## src/rtl/div_share_arbiter.sv

```systemverilog
// div_share_arbiter: round-robin time-sharing of one iterative divider.
// Optional watchdog in WAIT is enabled with the DIV_TIMEOUT_EN macro.
module div_share_arbiter #(
    parameter int NUM_REQ        = 4,
    parameter int DATA_WIDTH     = 32,
    parameter int TIMEOUT_CYCLES = 64
) (
    input  logic                          clk,
    input  logic                          rst,
    input  logic [NUM_REQ-1:0]            req_valid,
    output logic [NUM_REQ-1:0]            req_ready,
    input  logic [NUM_REQ*DATA_WIDTH-1:0] req_n,
    input  logic [NUM_REQ*DATA_WIDTH-1:0] req_d,
    output logic [NUM_REQ-1:0]            resp_valid,
    input  logic [NUM_REQ-1:0]            resp_ready,
    output logic [DATA_WIDTH-1:0]         resp_data,
    output logic                          resp_err,
    output logic [$clog2(NUM_REQ)-1:0]    grant_id,
    output logic                          busy,
    output logic [DATA_WIDTH-1:0]         div_n,
    output logic [DATA_WIDTH-1:0]         div_d,
    output logic                          div_in_valid,
    input  logic                          div_ready,
    input  logic                          div_out_valid,
    input  logic [DATA_WIDTH-1:0]         div_out
);

    localparam int IDW = $clog2(NUM_REQ);

    localparam logic [1:0] S_IDLE  = 2'd0;
    localparam logic [1:0] S_ISSUE = 2'd1;
    localparam logic [1:0] S_WAIT  = 2'd2;
    localparam logic [1:0] S_RESP  = 2'd3;

    logic [1:0]            r_state;
    logic [IDW-1:0]        r_rr_ptr;
    logic [IDW-1:0]        r_grant;
    logic [DATA_WIDTH-1:0] r_div_n;
    logic [DATA_WIDTH-1:0] r_div_d;
    logic [DATA_WIDTH-1:0] r_resp_data;

    logic                  w_found;
    logic [IDW-1:0]        w_winner;
    logic [IDW:0]          w_sum;
    logic [DATA_WIDTH-1:0] w_sel_n;
    logic [DATA_WIDTH-1:0] w_sel_d;
    logic                  w_resp_hs;

`ifdef DIV_TIMEOUT_EN
    localparam int TW = $clog2(TIMEOUT_CYCLES + 1);
    logic [TW-1:0] r_tmo_cnt;
    logic          r_resp_err;
    assign resp_err = r_resp_err;
`else
    assign resp_err = 1'b0;
`endif

    // Winner search from rr_ptr upward with wrap; lowest offset wins.
    always_comb begin
        w_found  = 1'b0;
        w_winner = '0;
        w_sum    = '0;
        for (int k = NUM_REQ - 1; k >= 0; k--) begin
            w_sum = {1'b0, r_rr_ptr} + (IDW+1)'(k);
            if (w_sum >= (IDW+1)'(NUM_REQ)) begin
                w_sum = w_sum - (IDW+1)'(NUM_REQ);
            end
            if (req_valid[w_sum[IDW-1:0]]) begin
                w_found  = 1'b1;
                w_winner = w_sum[IDW-1:0];
            end
        end
    end

    // Per-requester decode of handshakes and operand selection.
    always_comb begin
        req_ready  = '0;
        resp_valid = '0;
        w_resp_hs  = 1'b0;
        w_sel_n    = '0;
        w_sel_d    = '0;
        for (int i = 0; i < NUM_REQ; i++) begin
            if (w_winner == IDW'(i)) begin
                req_ready[i] = (r_state == S_IDLE) && w_found;
                w_sel_n      = req_n[i*DATA_WIDTH +: DATA_WIDTH];
                w_sel_d      = req_d[i*DATA_WIDTH +: DATA_WIDTH];
            end
            if (r_grant == IDW'(i)) begin
                resp_valid[i] = (r_state == S_RESP);
                w_resp_hs     = resp_ready[i];
            end
        end
    end

    // Job FSM: accept, issue to divider, wait for result, deliver.
    always_ff @(posedge clk or posedge rst) begin
        if (rst) begin
            r_state     <= S_IDLE;
            r_rr_ptr    <= '0;
            r_grant     <= '0;
            r_div_n     <= '0;
            r_div_d     <= '0;
            r_resp_data <= '0;
`ifdef DIV_TIMEOUT_EN
            r_tmo_cnt   <= '0;
            r_resp_err  <= 1'b0;
`endif
        end else begin
            case (r_state)
                S_IDLE: begin
                    if (w_found) begin
                        r_grant <= w_winner;
                        r_div_n <= w_sel_n;
                        r_div_d <= w_sel_d;
                        r_state <= S_ISSUE;
                    end
                end
                S_ISSUE: begin
                    if (div_ready) begin
                        r_state <= S_WAIT;
`ifdef DIV_TIMEOUT_EN
                        r_tmo_cnt <= '0;
`endif
                    end
                end
                S_WAIT: begin
                    if (div_out_valid) begin
                        r_resp_data <= div_out;
                        r_state     <= S_RESP;
`ifdef DIV_TIMEOUT_EN
                        r_resp_err  <= 1'b0;
                    end else if (r_tmo_cnt == TW'(TIMEOUT_CYCLES - 1)) begin
                        r_resp_data <= {1'b0, {(DATA_WIDTH-1){1'b1}}};
                        r_resp_err  <= 1'b1;
                        r_state     <= S_RESP;
                    end else begin
                        r_tmo_cnt <= r_tmo_cnt + 1'b1;
`endif
                    end
                end
                S_RESP: begin
                    if (w_resp_hs) begin
                        if (r_grant == IDW'(NUM_REQ - 1)) begin
                            r_rr_ptr <= '0;
                        end else begin
                            r_rr_ptr <= r_grant + 1'b1;
                        end
                        r_state <= S_IDLE;
                    end
                end
                default: r_state <= S_IDLE;
            endcase
        end
    end

    assign grant_id     = r_grant;
    assign busy         = (r_state != S_IDLE);
    assign div_n        = r_div_n;
    assign div_d        = r_div_d;
    assign div_in_valid = (r_state == S_ISSUE);
    assign resp_data    = r_resp_data;

endmodule

```

## config.mk

```make
export PLATFORM = sky130hd
export DESIGN_NAME = div_share_arbiter
export DESIGN_NICKNAME = d
export VERILOG_FILES = /design/src/rtl/div_share_arbiter.sv
export SDC_FILE = /design/constraint.sdc
export NUM_CORES = 1
export LEC_CHECK = 0
export BUFFER_PORTS_ARGS = -buffer_cell sky130_fd_sc_hd__buf_2
export CAP_MARGIN = 20
export CORE_AREA = 2 2 161 163
export CTS_BUF_LIST = sky130_fd_sc_hd__clkbuf_8
export CTS_CLUSTER_DIAMETER = 80
export DETAILED_ROUTE_END_ITERATION = 10
export DIE_AREA = 0 0 163 165
export PLACE_DENSITY_LB_ADDON = 0.15
export SYNTH_ARGS = -nofsm -noshare
export SYNTH_HDL_FRONTEND = slang
export SYNTH_SLANG_ARGS = --single-unit
```

## constraint.sdc

```tcl
create_clock -name clk -period 3.89 [get_ports clk]
set_input_delay 0.5835 -clock clk [delete_from_list [all_inputs] [get_ports clk]]
set_output_delay 0.5835 -clock clk [all_outputs]
set_load 0.05 [all_outputs]
```

==> results.toml <==
[route]
via_count = 6248
detail_route.iter0.violations = 333
via_per_inst = 4.86
drc = 0
wl_per_cell_um = 19.3
totalWireLength_um = 24900
drtAntennaViolNets = 0
top_layer = "met4"
first_pass_iters = 4
wl_met3_um = 1580
met1_length_um = 10100
wl_met2_um = 12800

[critical_path]
crit_family = "simple AND/OR/NAND/NOR gates"
reg2reg_to = "div_d[24]"
arrival_ns = 2.64
worstSetupStartpointType = "input pin"
critical_path_class = "input pin to output pin"
cp_max_fo = 66
cpMostUsedCell = "buf_2"
crit_buf_inv = 2
cp_slowest_cell = "or4b_4"
end_kind = "output pin"
ff2ff_path_depth = 6
r2r_slack_ns = 1.12
worstPathRequired_ns = 3.31
r2r_start = "r_rr_ptr[0]"
path_cells = "buf_2, nor2_1, or4b_4, nand2_8, nor3_1, buf_2"
slowest_delay_ns = 0.70

[pwr]
powerDensity_nw_per_um2 = 942
ir_drop_uv = 540
p_leak_nw = 4.31

[layout]
final_common_cell = "buf_2"
seq_area_sq_um = 2550
nets = 1256
num-fill-cells = 2607
drive_gt1_share_pct = 55.1
final_cell_mix = "407 x buf_2, 102 x dfrtp_1, 66 x and3_1, 65 x o22ai_1, 64 x mux2i_1"
multi_input_area_sq_um = 3450
area_growth_pct = 38.1

[min_path]
worstHoldPathType = "input pin to async pin"

[sta]
drv_slew = 0
fin_crit_ns = 3.23
setup_viol = 0
whs_ns = 0.290
max_slew_margin_pct = 48.3
hold_viol_final = 0
tightest_slew_ns = 0.773
fin_crit_sh_pct = 83.0
grt_setup_unrepaired = "no"
skew_ns = 0.0182
fmax_ghz = 0.310
setup_tns_ns = 0

[global_route]
grt_max_degree = 79
grt_antenna_before_repair = 2
grtUsageTotal_pct = 17.8
grt_pass1_wl_um = 36500
grt-ovfl-total = 0
grt_pass1_vias = 6217

[clocking]
cts_tree = "done"
clk_latency_ns = 0.39
ctsHoldBuffers = 0
ctsResizeCount = 0
clkSinkCount = 102
cts-buffers-inserted = 9
clockBufferDepth = 2
root_buffer = "clkbuf_8"
h-tree-depth = 3
clkSlewWorstSetupHoldPaths_ns = 0.12
cts_setup_buffers = 0

[logic_synthesis]
synth.avg_cell_area_sq_um = 11.0
synthCells = 578
synth_top_area_share_pct = 40.0
synth.distinct_cells = 36
synth_top_area_cell = "dfrtp_1"
yosysSeqAreaShare_pct = 40.0
synth.area.top_cells = "dfrtp_1 40%, mux2i_1 10%, a211oi_2 9.6%, o21bai_1 7.2%, and3_1 6.5%"
yosys_register_bits = 102
synth-warning-count = 0
synth_nets = 886
synth_area_sq_um = 6380

[placed_design]
gp_congestion = 0.776
dp_hpwl_um = 18200
port_buffers = 407

[flow_run]
maxCapViolations = 0

[die]
die_area_sq_um = 26900
start_util_pct = 25.5
core_sq_um = 25000
dieWidth_um = 163
rows = 58
dieHeight_um = 165
ios = 409

[status]
status = "completed"
==> final cells by class <==
type / instances / share of cell area, %
antenna: 3 / 0.0853
clock buffer: 9 / 1.41
clock inverter: 7 / 0.838
inverter: 8 / 0.369
multi-input combinational: 410 / 39.2
sequential: 102 / 29.0
tap: 330 / 4.69
timing repair buffer: 417 / 24.4
==> power by group <==
| part | switching, W | internal (W) | total, W |
|---|---|---|---|
| sequential | 0.000297 | 0.00163 | 0.00193 |
| combinational | 0.00394 | 0.00173 | 0.00566 |
| clock | 0.000453 | 0.000255 | 0.000708 |
| total | 0.00469 | 0.00361 | 0.00830 |
==> layer usage <==
layer  GRT usage [%]  up-vias
li1                -     2955
met1            21.4     3006
met2            31.5      256
met3            3.97       31
met4            5.75        0
met5               0        -
==> worst max path at each step <==
| stage | from | cells past startpoint | end |
|---|---|---|---|
| global placement | req_valid[3] | 6 | req_ready[2] |
| CTS | req_valid[3] | 6 | req_ready[2] |
| floorplan | req_valid[2] | 6 | req_ready[3] |
| detailed placement | req_valid[3] | 6 | req_ready[2] |
| global route | req_valid[3] | 6 | req_ready[2] |
| finish | req_valid[3] | 6 | req_ready[2] |
==> per-stage QoR <==
step           setup slack [ns]  area (sq um)  util [%]  std cells  total power, W
2_1_floorplan             0.604          6380         -        578         0.00630
3_3_place_gp              0.661          8600      34.4       1267         0.00765
3_5_place_dp              0.605          8600      34.4       1267         0.00766
4_1_cts                   0.606          8800      35.1       1283         0.00839
5_1_grt                   0.492          8800      35.2       1285         0.00881
6_report                  0.663          8810      35.2       1286         0.00830
==> cells by family after synthesis <==
logic type | share of synthesized area, %
other | 0.0588
buffers and inverters | 6.53
and+or+nand+nor | 9.14
AOI/OAI and AO/OA | 26.6
muxes | 16.1
adders and majority gates | 1.57
DFF | 40.0
==> registers in the layout, summed over array words and instances (netlist names) <==
register and flops:
div_n 32, r_state 2, grant_id 2, div_d 32
r_rr_ptr 2, resp_data 32
==> Yosys cell counts, drive strengths merged <==
cell,n
clkbuf,23
or2,1
and2,5
nand3,2
nor2,4
a2bb2oi,1
o21ai,6
inv,8
a21o,2
mux2,34
o22ai,65
or4,1
and3,66
mux2i,64
nand3b,1
nand2b,1
nand2,7
conb,1
a31oi,1
nor3,3
dfrtp,102
o21bai,61
a21oi,4
a21boi,1
buf,35
a211oi,64
ha,8
or4b,1
a211o,1
a32o,1
nor2b,4
==> worst reg2reg max path, cell delays in order (launching register included) <==
cell and delay (ns):
dfrtp_1 0.42, nor2b_1 0.08, or4b_4 0.85, nand2_8 0.39
buf_12 0.40, a211oi_1 0.35, o22ai_1 0.20
Power figures use the tool's default switching activity.
